**src/rtl/list_arbiter.sv**
```systemverilog
`default_nettype none
// ============================================================================
// Module   : list_arbiter
// Brief    : Round-robin sharing of one list instance between NUM_REQ ports,
//            with op_done watchdog and one-cycle per-requester response strobe.
// Revision : 1.0 - initial release
// ============================================================================
module list_arbiter #(
    parameter int NUM_REQ        = 4,
    parameter int DATA_WIDTH     = 8,
    parameter int LENGTH         = 8,
    parameter int TIMEOUT_CYCLES = 1024,
    localparam int LENGTH_WIDTH  = $clog2(LENGTH),
    localparam int GRANT_WIDTH   = $clog2(NUM_REQ)
) (
    input  logic                               clk,
    input  logic                               rst,
    input  logic [NUM_REQ-1:0]                 req_valid,
    output logic [NUM_REQ-1:0]                 req_ready,
    input  logic [NUM_REQ*3-1:0]               req_op_sel,
    input  logic [NUM_REQ*DATA_WIDTH-1:0]      req_data_in,
    input  logic [NUM_REQ*LENGTH_WIDTH-1:0]    req_index_in,
    output logic [NUM_REQ-1:0]                 rsp_valid,
    output logic [DATA_WIDTH+LENGTH_WIDTH-1:0] rsp_data,
    output logic                               rsp_error,
    output logic                               rsp_timeout,
    output logic [GRANT_WIDTH-1:0]             grant_id,
    output logic                               busy,
    output logic [2:0]                         list_op_sel,
    output logic                               list_op_en,
    output logic [DATA_WIDTH-1:0]              list_data_in,
    output logic [LENGTH_WIDTH-1:0]            list_index_in,
    input  logic [DATA_WIDTH+LENGTH_WIDTH-1:0] list_data_out,
    input  logic                               list_op_done,
    input  logic                               list_op_error
);

    localparam int CNT_WIDTH = $clog2(TIMEOUT_CYCLES + 1);
    localparam logic [CNT_WIDTH-1:0]   C_CNT_LAST = CNT_WIDTH'(TIMEOUT_CYCLES - 1);
    localparam logic [GRANT_WIDTH:0]   C_NUM_REQ  = (GRANT_WIDTH + 1)'(NUM_REQ);
    localparam logic [GRANT_WIDTH-1:0] C_LAST_REQ = GRANT_WIDTH'(NUM_REQ - 1);

    typedef enum logic [1:0] {
        ST_IDLE  = 2'd0,
        ST_ISSUE = 2'd1,
        ST_RESP  = 2'd2
    } state_t;

    state_t                  r_state;
    state_t                  w_state_next;
    logic [GRANT_WIDTH-1:0]  r_rr_ptr;
    logic [CNT_WIDTH-1:0]    r_cnt;
    logic [GRANT_WIDTH-1:0]  w_winner;
    logic [GRANT_WIDTH:0]    w_idx;
    logic                    w_found;
    logic                    w_accept;
    logic                    w_capture;
    logic                    w_timeout;

    logic [2:0]              w_op    [NUM_REQ];
    logic [DATA_WIDTH-1:0]   w_data  [NUM_REQ];
    logic [LENGTH_WIDTH-1:0] w_index [NUM_REQ];

    generate
        for (genvar g = 0; g < NUM_REQ; g++) begin : g_unpack
            assign w_op[g]    = req_op_sel[g*3 +: 3];
            assign w_data[g]  = req_data_in[g*DATA_WIDTH +: DATA_WIDTH];
            assign w_index[g] = req_index_in[g*LENGTH_WIDTH +: LENGTH_WIDTH];
        end
    endgenerate

    // First valid requester at or above the rr pointer, wrapping modulo NUM_REQ.
    always_comb begin
        w_found  = 1'b0;
        w_winner = '0;
        w_idx    = '0;
        for (int k = 0; k < NUM_REQ; k++) begin
            w_idx = {1'b0, r_rr_ptr} + (GRANT_WIDTH + 1)'(k);
            if (w_idx >= C_NUM_REQ) begin
                w_idx = w_idx - C_NUM_REQ;
            end
            if (!w_found && req_valid[w_idx[GRANT_WIDTH-1:0]]) begin
                w_found  = 1'b1;
                w_winner = w_idx[GRANT_WIDTH-1:0];
            end
        end
    end

    always_ff @(posedge clk or posedge rst) begin
        if (rst) begin
            r_state <= ST_IDLE;
        end else begin
            r_state <= w_state_next;
        end
    end

    always_comb begin
        w_state_next = r_state;
        w_accept     = 1'b0;
        w_capture    = 1'b0;
        w_timeout    = 1'b0;
        req_ready    = '0;
        case (r_state)
            ST_IDLE: begin
                if (w_found && !rst) begin
                    req_ready[w_winner] = 1'b1;
                    w_accept            = 1'b1;
                    w_state_next        = ST_ISSUE;
                end
            end
            ST_ISSUE: begin
                // A done arriving on the last watchdog cycle still counts as a completion.
                if (list_op_done) begin
                    w_capture    = 1'b1;
                    w_state_next = ST_RESP;
                end else if (r_cnt == C_CNT_LAST) begin
                    w_timeout    = 1'b1;
                    w_state_next = ST_RESP;
                end
            end
            ST_RESP: begin
                w_state_next = ST_IDLE;
            end
            default: begin
                w_state_next = ST_IDLE;
            end
        endcase
    end

    assign busy = (r_state != ST_IDLE);

    always_ff @(posedge clk or posedge rst) begin
        if (rst) begin
            r_rr_ptr      <= '0;
            r_cnt         <= '0;
            grant_id      <= '0;
            list_op_sel   <= '0;
            list_op_en    <= 1'b0;
            list_data_in  <= '0;
            list_index_in <= '0;
            rsp_valid     <= '0;
            rsp_data      <= '0;
            rsp_error     <= 1'b0;
            rsp_timeout   <= 1'b0;
        end else begin
            rsp_valid <= '0;
            if (w_accept) begin
                list_op_sel   <= w_op[w_winner];
                list_data_in  <= w_data[w_winner];
                list_index_in <= w_index[w_winner];
                grant_id      <= w_winner;
                r_rr_ptr      <= (w_winner == C_LAST_REQ) ? '0 : w_winner + 1'b1;
                list_op_en    <= 1'b1;
            end
            if (r_state == ST_ISSUE) begin
                r_cnt <= r_cnt + 1'b1;
            end
            if (r_state == ST_RESP) begin
                r_cnt <= '0;
            end
            if (w_capture) begin
                rsp_data            <= list_data_out;
                rsp_error           <= list_op_error;
                rsp_timeout         <= 1'b0;
                list_op_en          <= 1'b0;
                rsp_valid[grant_id] <= 1'b1;
            end
            if (w_timeout) begin
                rsp_data            <= '0;
                rsp_error           <= 1'b1;
                rsp_timeout         <= 1'b1;
                list_op_en          <= 1'b0;
                rsp_valid[grant_id] <= 1'b1;
            end
        end
    end

endmodule
`default_nettype wire

```
**config.mk**
```make
export PLATFORM = sky130hd
export DESIGN_NAME = list_arbiter
export DESIGN_NICKNAME = d
export VERILOG_FILES = /design/src/rtl/list_arbiter.sv
export SDC_FILE = /design/constraint.sdc
export NUM_CORES = 1
export LEC_CHECK = 0
export ABC_AREA = 0
export BUFFER_PORTS_ARGS = -buffer_cell sky130_fd_sc_hd__buf_2
export CORE_MARGIN = 2
export CORE_UTILIZATION = 35
export DETAILED_ROUTE_END_ITERATION = 8
export SYNTH_ARGS = -nofsm -noshare
export SYNTH_HDL_FRONTEND = slang
export SYNTH_SLANG_ARGS = --single-unit
```
**constraint.sdc**
```tcl
create_clock -name clk -period 2.25 [get_ports clk]
set_input_delay 0 -clock clk [delete_from_list [all_inputs] [get_ports clk]]
set_output_delay 0 -clock clk [all_outputs]
set_load 0.05 [all_outputs]
```
==> qor.yml, run 1 <==
dp_hpwl_mm: 4.81
fmax_mhz: 463
cts_buffers: 5
synthSimpleGateAreaFrac_pct: 13.3
dieHeight_um: 88.9
skew_ns: 0.00489
ys_warn_count: 0
layout_commonest_cell: "buf_2"
syn-num-nets: 317
synth_xor_area_share_pct: 0.694
cts_tree: "yes"
initial_core_util_pct: 36.7
fin_hold_ws_ns: 0.00612
synth_edf_count: 0
arrival_ns: 2.16
synth-adder-area-share_pct: 2.48
timing.slew.headroom_pct: 57.8
gp_congestion: 0.811
coreArea_um2: 6870
drt_iter0_drc: 192
first_global_vias: 2576
firstDrtPassIters: 4
synth_mux_area_share_pct: 6.55
n_fill_cell: 594
postPlaceCellArea_um2: 3190
post-route-min-period_ns: 2.16
ios: 114
cts.sink_count: 49
syn_avg_cell_area_um2: 10.6
finalSetupViolCount: 0
stdcell_area_um2: 3960
crit_type: "register to output port"
instances_no_fill: 512
synth_top_area_cell: "dfrtp_1"
fin_tns_setup_ns: 0
clock_latency_ns: 0.30
synthesis.area_um2: 2520
grt_use_total_pct: 19.6
vias_per_cell: 5.15
finalCritPeriodShare_pct: 95.9
final_max_slew_viol_count: 0
synth_flop_cell: "dfrtp_1"
worst_ep_required_time_ns: 2.25
finalWirelength_mm: 8.06
ys_top_cells_by_area: "dfrtp_1, mux2i_1, a22o_1"
synth_compound_area_share_pct: 24.4
yosys_register_bits: 49
die_area_um2: 7900
synthToLayoutAreaGrowth_pct: 56.9
post_synth_inst_count: 237
hold_violations: 0
hold_class: "input port to register"
most-common-layout-cells: "buf_2, dlygate4sd3_1, dfrtp_1"
status: "completed"
vdd_ir_drop_max_mv: 0.489
grt_pass1_wl_mm: 11.9
gr-total-overflow: 0
antenna_found_initial: 0
port_buffers: 113
utilization_pct: 57.6
cellPowerDensity_nw_per_um2: 1230
synth_top_area_share_pct: 48.6
rsz0062_at_grt: "false"
ant_nets: 0
clock_path_buffers: 2
start_kind: "register"
layout-drive-gt1-share_pct: 36.6
drc: 0
placed_cells: 439
synth.distinct_cells: 46
nets: 494
critPathMaxFanout: 7
h-tree-depth: 2
path_clk_slew_ns: 0.09
drv_cap: 0
end_kind: "output port"
synth-seq-area-share_pct: 48.6
synthArstFlopShare_pct: 100
seq_area_um2: 1230
synth_top_family_by_area: "compound AO/OA/AOI/OAI gates"
rows: 30
worstMarginPinSlew_ns: 0.634
cts-root-buf: "clkbuf_8"
post_drt_wl_per_cell_um: 15.7
p_leak_nw: 1.94
num_vias: 2637
multi_input_area_um2: 1220
grt_max_degree: 50
die_w_um: 88.9
-- critical path: stages, from the launching register on --
cell      delay (ns)
dfrtp_1         0.51
nand2_1         0.19
a221oi_2        0.45
nor2_2          0.13
ha_1            0.21
and3_1          0.16
buf_2           0.21
-- sequential cells by signal, indices dropped and copies added (netlist names) --
register and cells:
list_data_in 8, list_op_sel 3, grant_id 2, rsp_timeout 1
rsp_valid 4, rsp_error 1, r_rr_ptr 2, r_state 2
r_cnt 11, rsp_data 11, list_op_en 1, list_index_in 3
-- per-stage QoR --
step,setup WS (ns),power [mW]
final,0.0916,4.89
after global routing,0.00131,5.19
after CTS,0.0214,4.83
after detailed placement,0.220,4.08
after global placement,0.304,4.05
after floorplan,0.138,3.45
-- final timing paths --
check	cells past startpoint	from	slack, ns	endpoint
max	6	r_rr_ptr[1]$_DFFE_PP0P_	0.09	req_ready[3]
min	3	req_index_in[8]	0.006	list_index_in[2]$_DFFE_PP0P_
max reg2reg	9	r_state[0]$_DFFE_PP0P_	0.23	list_op_sel[0]$_DFFE_PP0P_
min reg2reg	2	list_data_in[0]$_DFFE_PP0P_	0.50	list_data_in[0]$_DFFE_PP0P_
max in group asynchronous	4	rst	1.33	r_rr_ptr[0]$_DFFE_PP0P_
min in group asynchronous	4	rst	0.48	r_state[0]$_DFFE_PP0P_
-- power by group --
group	switching, mW	leakage [nW]	internal, mW	total, mW
sequential	0.242	0.621	1.21	1.46
combinational	1.85	1.26	0.911	2.76
clock	0.304	0.0574	0.362	0.666
total	2.40	1.94	2.49	4.89
-- timing repair --
| action | in CTS | in global routing |
|---|---|---|
| pin swaps | 0 | 1 |
| hold buffers | 57 | 0 |
| setup buffers | 0 | 7 |
| endpoints found under the setup margin | 1 | 3 |
| resized for setup | 1 | 5 |
| hold endpoints to repair | 72 | 0 |
-- final cells by class --
type	instances	area share, %
sequential	49	31.0
clock buffer	6	2.09
clock inverter	2	0.948
inverter	8	0.759
antenna	1	0.0632
timing repair buffer	181	31.2
multi-input combinational	169	30.9
tap	96	3.04
-- Yosys cell counts (4+ instances only) --
| cell type | instances |
|---|---|
| ha_1 | 5 |
| a211o_1 | 4 |
| nand3_1 | 6 |
| a21oi_1 | 10 |
| o21ai_0 | 11 |
| o21ai_1 | 15 |
| nor2_1 | 8 |
| inv_1 | 7 |
| buf_2 | 5 |
| nor3_1 | 5 |
| a222oi_1 | 11 |
| a22o_1 | 13 |
| o211ai_1 | 4 |
| and3_1 | 4 |
| mux2i_1 | 14 |
| dfrtp_1 | 49 |
| nand2_1 | 22 |
-- routing by layer --
layer | GRT usage, % | routed length, um | vias up
met3 | 4.25 | 370 | 31
met4 | 10.9 | 352 | 0
li1 | - | - | 1260
met2 | 31.3 | 3870 | 109
met5 | 0 | 0 | -
met1 | 24.5 | 3470 | 1237
-- logic make-up after synthesis --
logic type,after synthesis
simple gates,63
flops,49
compound gates,83
mux,16
xor+xnor,2
buf+inv,19
fa+ha+maj,5
Power figures use the tool's default switching activity.
==> inputs of run 2 (changes only) <==
==> constraint.sdc (replaced) <==
create_clock -name clk -period 2.8 [get_ports clk]
set_input_delay 0 -clock clk [delete_from_list [all_inputs] [get_ports clk]]
set_output_delay 0 -clock clk [all_outputs]
set_load 0.05 [all_outputs]
==> qor.yml, run 2 (synthesis gave the netlist of run 1 again) <==
cellPowerDensity_nw_per_um2: 1020  # -18%
crit_type: "register to register"
fin_tns_setup_ns: 0  # unchanged
clkPwrFrac_pct: 10.5  # -3.1 points
vdd_ir_drop_max_mv: 0.359  # -27%
post-place-ws_ns: 0.731  # +0.511 ns
post-route-min-period_ns: 2.56
worst_ep_required_time_ns: 2.97  # +0.72 ns
p_sw_mw: 1.90  # -21%
status: "completed"
drv_cap: 0  # unchanged
vias_per_cell: 5.08  # -1.4%
ios: 114  # unchanged
p_leak_nw: 1.85  # -4.7%
instances_no_fill: 500  # -2.3%
multi_input_area_um2: 1200  # -1.7%
seq_power_share_pct: 30.0  # +0.2 points
finalWirelength_mm: 7.32  # -9.2%
seq_area_um2: 1230  # unchanged
cts_buffers: 5  # unchanged
synthToLayoutAreaGrowth_pct: 50.3
h-tree-depth: 2  # unchanged
finalCritPeriodShare_pct: 91.5
layout_commonest_cell: "buf_2"
coreArea_um2: 6870  # unchanged
n_fill_cell: 619  # +4.2%
ant_nets: 0  # unchanged
timing.slew.headroom_pct: 59.1  # +1.3 points
drt_iter0_drc: 190  # -1.0%
rows: 30  # unchanged
placed_cells: 437  # -0.46%
worstMarginPinSlew_ns: 0.614  # -0.0198 ns
nets: 483  # -2.2%
layout-drive-gt1-share_pct: 34.2  # -2.5 points
diodes: 0  # -1
top_regs: "r_cnt (11), rsp_data (11), list_data_in (8)"
whs_path_depth: 3  # unchanged
grt_pass1_wl_mm: 11.2  # -6.3%
hold_class: "input port to register"
dp_hpwl_mm: 4.68  # -2.7%
path_clk_slew_ns: 0.08  # about the same
fmax_mhz: 390
port_buffers: 113  # unchanged
clock_path_buffers: 2  # unchanged
grt_use_total_pct: 18.2  # -1.4 points
antenna_found_initial: 0  # unchanged
cts_tree: "yes"
first_global_vias: 2378  # -7.7%
final_max_slew_viol_count: 0  # unchanged
comb_power_share_pct: 59.5  # +2.9 points
dieHeight_um: 88.9  # unchanged
p_int_mw: 1.95  # -21%
hold_violations: 0  # unchanged
cts.sink_count: 49  # unchanged
end_kind: "register"
finalSetupViolCount: 0  # unchanged
die_w_um: 88.9  # unchanged
num_vias: 2538  # -3.8%
drc: 0  # unchanged
m1WireLength_mm: 3.23  # -6.9%
critPathMaxFanout: 16  # +9
gp_congestion: 0.781  # -3.7%
setup_ws_ns: 0.237  # +0.145 ns
post_cts_buffers: 0  # unchanged
rsz0062_at_grt: "false"
start_kind: "register"
postPlaceCellArea_um2: 3150  # -1.1%
skew_ns: 0.00574  # +0.000853 ns
clock_latency_ns: 0.30  # about the same
stdcell_area_um2: 3790  # -4.2%
p_sw_share_pct: 49.3  # +0.21 points
gr-total-overflow: 0  # unchanged
arrival_ns: 2.73  # +0.57 ns
top_layer: "met4"
grt_max_degree: 50  # unchanged
die_area_um2: 7900  # unchanged
cts-root-buf: "clkbuf_8"
r2r_cells: 6  # -3
most-common-layout-cells: "buf_2, dlygate4sd3_1, dfrtp_1"
firstDrtPassIters: 5  # +1
post_drt_wl_per_cell_um: 14.6  # -7.0%
wl_met2_mm: 3.56  # -8.0%
initial_core_util_pct: 36.7  # unchanged
met3_wirelength_um: 371  # +0.27%
run 2: final timing paths:
path / from / to / slack (ns)
min in group asynchronous: rst / r_state[1]$_DFFE_PP0P_ / 0.46
min reg2reg: r_cnt[8]$_DFFE_PP0P_ / r_cnt[8]$_DFFE_PP0P_ / 0.50
min: req_index_in[10] / list_index_in[1]$_DFFE_PP0P_ / 0.01
max: r_rr_ptr[1]$_DFFE_PP0P_ / list_op_sel[2]$_DFFE_PP0P_ / 0.24
max in group asynchronous: rst / rsp_data[3]$_DFFE_PP0N_ / 1.94
max reg2reg: r_rr_ptr[1]$_DFFE_PP0P_ / list_op_sel[2]$_DFFE_PP0P_ / 0.24
run 2: critical path, stage by stage, from the launching register on:
cell,delay [ns]
dfrtp_1,0.47
mux2i_2,0.28
o22ai_2,0.20
nor2_4,0.53
mux2i_1,0.29
dlygate4sd3_1,0.59
o21ai_1,0.06
run 2: repair_timing:
action,4_1_cts,5_1_grt
setup endpoints to repair,0,11
gates resized for setup,0,1
hold buffers,55,0
endpoints found under the hold margin,72,0
run 2: layout make-up:
type,count,share of cell area (%)
Inverter,8,0.792
Timing Repair Buffer,170,29.8
Clock inverter,1,0.198
Sequential cell,49,32.3
Multi-Input combinational cell,169,31.7
Clock buffer,7,2.01
Tap cell,96,3.17
run 2: layer usage:
metal	vias up	GRT usage (%)
li1	1231	-
met1	1204	24.3
met2	89	28.9
met3	14	3.69
met4	0	7.71
met5	-	0
run 2: metrics by stage:
step | util [%] | hold WS [ns] | power (mW)
after global placement | 45.9 | 0.218 | 3.22
after floorplan | - | 0.123 | 2.77
after global routing | 55.2 | 0.0205 | 4.11
after CTS | 55.1 | 0.00489 | 3.86
after detailed placement | 45.9 | 0.225 | 3.24
final | 55.2 | 0.0128 | 3.86
run 2: power by group through the flow:
stage / registers (mW) / clock network (mW) / logic [mW]
3_3_place_gp: 1.16 / 0 / 2.06
2_1_floorplan: 1.86 / 0 / 0.908
4_1_cts: 1.15 / 0.422 / 2.29
6_report: 1.16 / 0.407 / 2.30
5_1_grt: 1.19 / 0.450 / 2.46
3_5_place_dp: 1.16 / 0 / 2.08
